## config.mk

```make
export PLATFORM = sky130hd
export DESIGN_NAME = pc_sequencer
export DESIGN_NICKNAME = d
export VERILOG_FILES = /design/src/rtl/pc_seq_pkg.sv /design/src/rtl/pc_next_sel.sv /design/src/rtl/pc_sequencer.sv
export SDC_FILE = /design/constraint.sdc
export NUM_CORES = 1
export LEC_CHECK = 0
export CAP_MARGIN = 20
export CORE_MARGIN = 2
export CORE_UTILIZATION = 47
export DETAILED_ROUTE_END_ITERATION = 12
export PLACE_DENSITY = 0.86
export SYNTH_ARGS = -nofsm -noshare
export SYNTH_HDL_FRONTEND = slang
export SYNTH_SLANG_ARGS = --single-unit
```

## constraint.sdc

```tcl
create_clock -name clk -period 4.5 [get_ports clk]
set_input_delay 0.45 -clock clk [delete_from_list [all_inputs] [get_ports clk]]
set_output_delay 0.45 -clock clk [all_outputs]
set_load 0.01 [all_outputs]
```

## src/rtl/pc_seq_pkg.sv

```systemverilog
// Shared constants for the KGP-RISC fetch/execute sequencer.
// State encoding, default PC increment and misalign trap vector.
package pc_seq_pkg;

  localparam logic [1:0] ST_FETCH = 2'd0;
  localparam logic [1:0] ST_EXEC  = 2'd1;
  localparam logic [1:0] ST_HALT  = 2'd2;

  localparam int          INSTR_B_DEF  = 4;
  localparam logic [31:0] TRAP_VEC_DEF = 32'h0000_0100;

  function automatic logic is_misaligned(
    input logic [1:0] lo
  );
    return lo != 2'b00;
  endfunction

endpackage

```

## src/rtl/pc_next_sel.sv

```systemverilog
// Next-PC select for the sequencer: hold, sequential, branch or trap.
// Misalign trapping is enabled by defining PC_MISALIGN_TRAP_EN.
module pc_next_sel
  import pc_seq_pkg::*;
#(
  parameter int              ADDR_W   = 32,
  parameter int              INSTR_B  = INSTR_B_DEF,
  parameter logic [ADDR_W-1:0] TRAP_VEC = ADDR_W'(TRAP_VEC_DEF)
) (
  input  logic [ADDR_W-1:0] pc,
  input  logic              retire,
  input  logic              halt_req,
  input  logic              br_taken,
  input  logic [ADDR_W-1:0] br_target,
  output logic [ADDR_W-1:0] pc_nxt,
  output logic [ADDR_W-1:0] link_pc,
  output logic              trap_hit
);

`ifdef PC_MISALIGN_TRAP_EN
  localparam bit TRAP_EN = 1'b1;
`else
  localparam bit TRAP_EN = 1'b0;
`endif

  logic hold;
  logic take_br;
  logic take_trap;
  logic take_seq;

  assign link_pc = pc + ADDR_W'(INSTR_B);

  // halt outranks both branch and trap
  assign hold      = !retire || halt_req;
  assign take_trap = !hold && br_taken && TRAP_EN
                     && is_misaligned(br_target[1:0]);
  assign take_br   = !hold && br_taken && !take_trap;
  assign take_seq  = !hold && !br_taken;

  always_comb begin
    pc_nxt   = pc;
    trap_hit = 1'b0;
    unique case (1'b1)
      hold:      pc_nxt = pc;
      take_trap: begin
        pc_nxt   = TRAP_VEC;
        trap_hit = 1'b1;
      end
      take_br:   pc_nxt = br_target;
      take_seq:  pc_nxt = link_pc;
      default:   pc_nxt = pc;
    endcase
  end

endmodule

```

## src/rtl/pc_sequencer.sv

```systemverilog
// KGP-RISC fetch/execute sequencer: PC register, fetch FSM, retire counter.
// Optional misalign trap enabled by defining PC_MISALIGN_TRAP_EN.
module pc_sequencer
  import pc_seq_pkg::*;
#(
  parameter int                ADDR_W   = 32,
  parameter logic [ADDR_W-1:0] RESET_PC = '0,
  parameter int                INSTR_B  = INSTR_B_DEF,
  parameter logic [ADDR_W-1:0] TRAP_VEC = ADDR_W'(TRAP_VEC_DEF)
) (
  input  logic              clk,
  input  logic              reset,
  input  logic              stall,
  output logic              imem_req,
  output logic [ADDR_W-1:0] imem_addr,
  input  logic              imem_ack,
  output logic              instr_valid,
  input  logic              ex_done,
  input  logic              br_taken,
  input  logic [ADDR_W-1:0] br_target,
  input  logic              halt_req,
  output logic [ADDR_W-1:0] pc,
  output logic [ADDR_W-1:0] link_pc,
  output logic              halted,
  output logic              trap,
  output logic [31:0]       retired_cnt
);

  logic [1:0]        state;
  logic              retire;
  logic              trap_hit;
  logic [ADDR_W-1:0] pc_nxt;

  assign retire    = (state == ST_EXEC) && ex_done;
  assign imem_addr = pc;

  pc_next_sel #(
    .ADDR_W   (ADDR_W),
    .INSTR_B  (INSTR_B),
    .TRAP_VEC (TRAP_VEC)
  ) u_sel (
    .pc        (pc),
    .retire    (retire),
    .halt_req  (halt_req),
    .br_taken  (br_taken),
    .br_target (br_target),
    .pc_nxt    (pc_nxt),
    .link_pc   (link_pc),
    .trap_hit  (trap_hit)
  );

  always_ff @(posedge clk or posedge reset) begin
    if (reset) begin
      state       <= ST_FETCH;
      pc          <= RESET_PC;
      imem_req    <= 1'b0;
      instr_valid <= 1'b0;
      halted      <= 1'b0;
      trap        <= 1'b0;
      retired_cnt <= '0;
    end else begin
      instr_valid <= 1'b0;
      trap        <= 1'b0;
      unique case (state)
        ST_FETCH: begin
          // stall only gates the rising of req
          if (!imem_req) begin
            if (!stall) imem_req <= 1'b1;
          end else if (imem_ack) begin
            imem_req    <= 1'b0;
            instr_valid <= 1'b1;
            state       <= ST_EXEC;
          end
        end
        ST_EXEC: begin
          if (ex_done) begin
            retired_cnt <= retired_cnt + 32'd1;
            pc          <= pc_nxt;
            trap        <= trap_hit;
            if (halt_req) begin
              state  <= ST_HALT;
              halted <= 1'b1;
            end else begin
              state <= ST_FETCH;
            end
          end
        end
        ST_HALT: begin
          imem_req <= 1'b0;
          halted   <= 1'b1;
        end
        default: state <= ST_FETCH;
      endcase
    end
  end

endmodule

```

==> Flow_metrics.wiki <==
{| class="wikitable"
! Metric !! Value
|-
| Status || complete, no violations
|-
| Proportion of register bits with asynchronous set or reset after synthesis || 1.00
|-
| Area added between synthesis and finish || 40.1%
|-
| Tightest Hold Check Type || reg2reg
|-
| Source-to-sink clock delay at the later pin of the worst-skew pair || 0.34 ns
|-
| Port Buffers || 169
|-
| Core outline area || 0.00872 mm²
|-
| Number of placement rows || 34
|-
| Number of different library cells in the post-synthesis netlist || 57
|-
| Top Ports || 171
|-
| Max Root-Sink Buffers || 2
|-
| Number of DRC violations after detailed routing || 0
|-
| Maximum number of pins on one net before global-route repair || 49
|-
| Total Wirelength || 11700 µm
|-
| Number of flops mapped to enable cells by yosys || 0
|-
| Highest net fanout along the worst path || 10
|-
| Fin. max-slew vios || 0
|-
| DRT iter0 DRCs || 185
|-
| Number of nets in the layout || 618
|-
| Total design power || 1.22 mW
|-
| Total congestion overflow after global routing || 0
|-
| Final worst path period need || 3.29 ns
|-
| Non-filler cells, final || 690
|-
| Share of synthesized area occupied by flip-flops and latches || 0.407
|-
| Placed wire-length estimate || 8580 µm
|-
| Pre-antenna DRT Iters || 4
|-
| Cell area after placement || 0.00570 mm²
|-
| DR WL/cell || 16.9 µm
|-
| FF+latch count, synth || 69
|-
| Cell type with the highest aggregate area in the netlist || sky130_fd_sc_hd__dfrtp_1
|-
| Setup repair after global routing missed its margin || no
|-
| Fin worst setup slack || 1.21 ns
|-
| Fraction of the core area covered by cells at the end of the flow || 0.681
|-
| Via density per instance || 5.70
|-
| Number of routed nets with antenna violations || 0
|-
| Gp weighted congestion || 0.833
|-
| Maximum clock frequency || 304 MHz
|-
| Cell-by-cell trace of the critical path || and3_1 > and3_1 > and3_1 > nand2_1 > xnor2_1 > clkdlybuf4s50_1
|-
| Mean area per synthesized cell || 9.40 µm²
|-
| Critical Path AT || 2.84 ns
|-
| Cell area after layout || 0.00594 mm²
|-
| Total Die Area || 0.00980 mm²
|-
| Reported leakage power || 2.55 nW
|-
| DR vias || 3932
|-
| Critical Path Max Stage Delay || 0.55 ns
|-
| Antenna diode count || 0
|-
| Number of global-route vias before repair || 3777
|-
| Level count of the clock H-tree || 3
|-
| Die span in x || 99.0 µm
|-
| Worst Skew || 0.00838 ns
|-
| Worst path top cell family by delay || simple AND/OR/NAND/NOR gates
|-
| Area share of the largest cell type after synthesis || 0.407
|-
| Chip Height || 99.0 µm
|-
| Cell types with the highest counts after synthesis || sky130_fd_sc_hd__dfrtp_1 (69), sky130_fd_sc_hd__xnor2_1 (41), sky130_fd_sc_hd__nand2_1 (36)
|-
| Mapped cell area || 0.00424 mm²
|-
| Tightest Pin Transition || 0.838 ns
|-
| Maximum capacitance violations || 0
|-
| First-pass GRT wire length || 19100 µm
|-
| Crit path max-delay cell type || sky130_fd_sc_hd__clkdlybuf4s50_1
|-
| Final setup viols || 0
|-
| Combined buffer and inverter count along the critical path || 1
|-
| Critical path's most frequent cell || sky130_fd_sc_hd__and3_1
|-
| Top area cells in the synthesized netlist || sky130_fd_sc_hd__dfrtp_1 (41%), sky130_fd_sc_hd__xnor2_1 (8.5%), sky130_fd_sc_hd__buf_4 (6.2%)
|-
| Critical path launch point type || flop
|-
| Clock-pin transition on the worst setup and hold timing paths || 0.07 ns
|-
| Type of element capturing the critical path || output port
|-
| Post-CTS Setup Inserts || 0
|-
| Post-Route Hold Slack || 0.476 ns
|-
| Starting Density || 0.486
|-
| Post-CTS resize count || 0
|-
| Fraction of layout instances using a drive strength above 1 || 0.0739
|-
| Setup TNS Final || 0 ns
|-
| Yosys warnings || 0
|-
| DP Cell Count || 673
|-
| Most frequently used cell type in the post-synthesis netlist || sky130_fd_sc_hd__dfrtp_1
|-
| Number of cells produced by synthesis || 451
|-
| Synth Net Count || 492
|-
| Overall global routing resource usage || 0.239
|-
| Rel. slew slack || 0.441
|-
| CTS Sinks || 69
|-
| Number of endpoints with negative hold slack in the final report || 0
|-
| WS Path Type || reg2out
|-
| Max rail drop VDD || 0.165 mV
|-
| Pwr dens || 206 mW/mm²
|-
| Fin crit share || 0.730
|-
| Number of buffers inserted during clock tree synthesis || 9
|-
| Commonest register cell after synthesis || sky130_fd_sc_hd__dfrtp_1
|-
| Clock Root Buffer || sky130_fd_sc_hd__clkbuf_8
|-
| CTS hold repair buffers || 0
|-
| Antenna violations before repair || 0
|-
| Pre-CTS WS || 1.58 ns
|-
| Worst endpoint required time || 4.05 ns
|-
| CTS tree || done
|}
final cells by class:
class	instances	area, µm²
well taps	108	135
clock inverters	5	58.8
flip-flops and latches	69	1730
repair buffers	173	1740
fillers	715	2780
inverters	10	37.5
clock buffers	11	151
multi-input cells	314	2090
registers in the layout (all words and copies together) (netlist names):
register and flops:
imem_addr 32, retired_cnt 32, state 2, halted 1, imem_req 1, instr_valid 1
final timing paths:
| kind | startpoint | end | slack [ns] | cells after the start |
|---|---|---|---|---|
| setup reg to reg | imem_addr[2] | imem_addr[26] | 2.28 | 6 |
| hold reg to reg | retired_cnt[31] | retired_cnt[31] | 0.48 | 1 |
| setup / recovery | imem_addr[4] | link_pc[31] | 1.21 | 6 |
| hold / removal | retired_cnt[31] | retired_cnt[31] | 0.48 | 1 |
| min in group asynchronous | reset | retired_cnt[17] | 0.52 | 2 |
| max in group asynchronous | reset | imem_addr[18] | 3.00 | 3 |
layer usage:
| metal | part of all wire | track usage |
|---|---|---|
| met1 | 0.42 | 0.319 |
| met2 | 0.49 | 0.391 |
| met3 | 0.078 | 0.0482 |
| met4 | 0.017 | 0.0801 |
| met5 | 0 | 0 |
power breakdown:
part | internal (mW) | total (mW) | switching, mW
combinational | 0.0382 | 0.0739 | 0.0357
clock | 0.286 | 0.531 | 0.245
sequential | 0.620 | 0.620 | 0.0000000000789
logic make-up (layout without fill, tap and decap cells):
| family | Yosys count | after routing | synth area share |
|---|---|---|---|
| other | 1 | 1 | 0.000884 |
| xor gates and xnor gates | 59 | 59 | 0.122 |
| muxes | 4 | 4 | 0.0100 |
| and+or+nand+nor | 168 | 168 | 0.236 |
| DFF | 69 | 69 | 0.407 |
| AOI/OAI and AO/OA | 80 | 80 | 0.119 |
| adders and majority gates | 2 | 2 | 0.00590 |
| buffers and inverters | 68 | 199 | 0.0997 |
placed cells by master (no fill, tap or decap), drive strengths merged, types with 2 or more instances in the layout:
| cell type | count |
|---|---|
| nor4 | 3 |
| o21ai | 22 |
| a31oi | 5 |
| dfrtp | 69 |
| nand3 | 32 |
| or4 | 5 |
| nor2 | 23 |
| a21oi | 20 |
| o22a | 4 |
| inv | 10 |
| and3 | 22 |
| clkinvlp | 2 |
| and4 | 11 |
| clkinv | 2 |
| mux2 | 2 |
| nand2 | 36 |
| a22oi | 4 |
| nor3 | 11 |
| clkdlybuf4s50 | 168 |
| o21a | 4 |
| xor2 | 18 |
| nand4 | 15 |
| xnor2 | 41 |
| mux2i | 2 |
| a2bb2oi | 7 |
| o22ai | 8 |
| or2 | 2 |
| buf | 5 |
| ha | 2 |
| clkbuf | 11 |
Note: power is estimated with default switching activity, not from simulation.
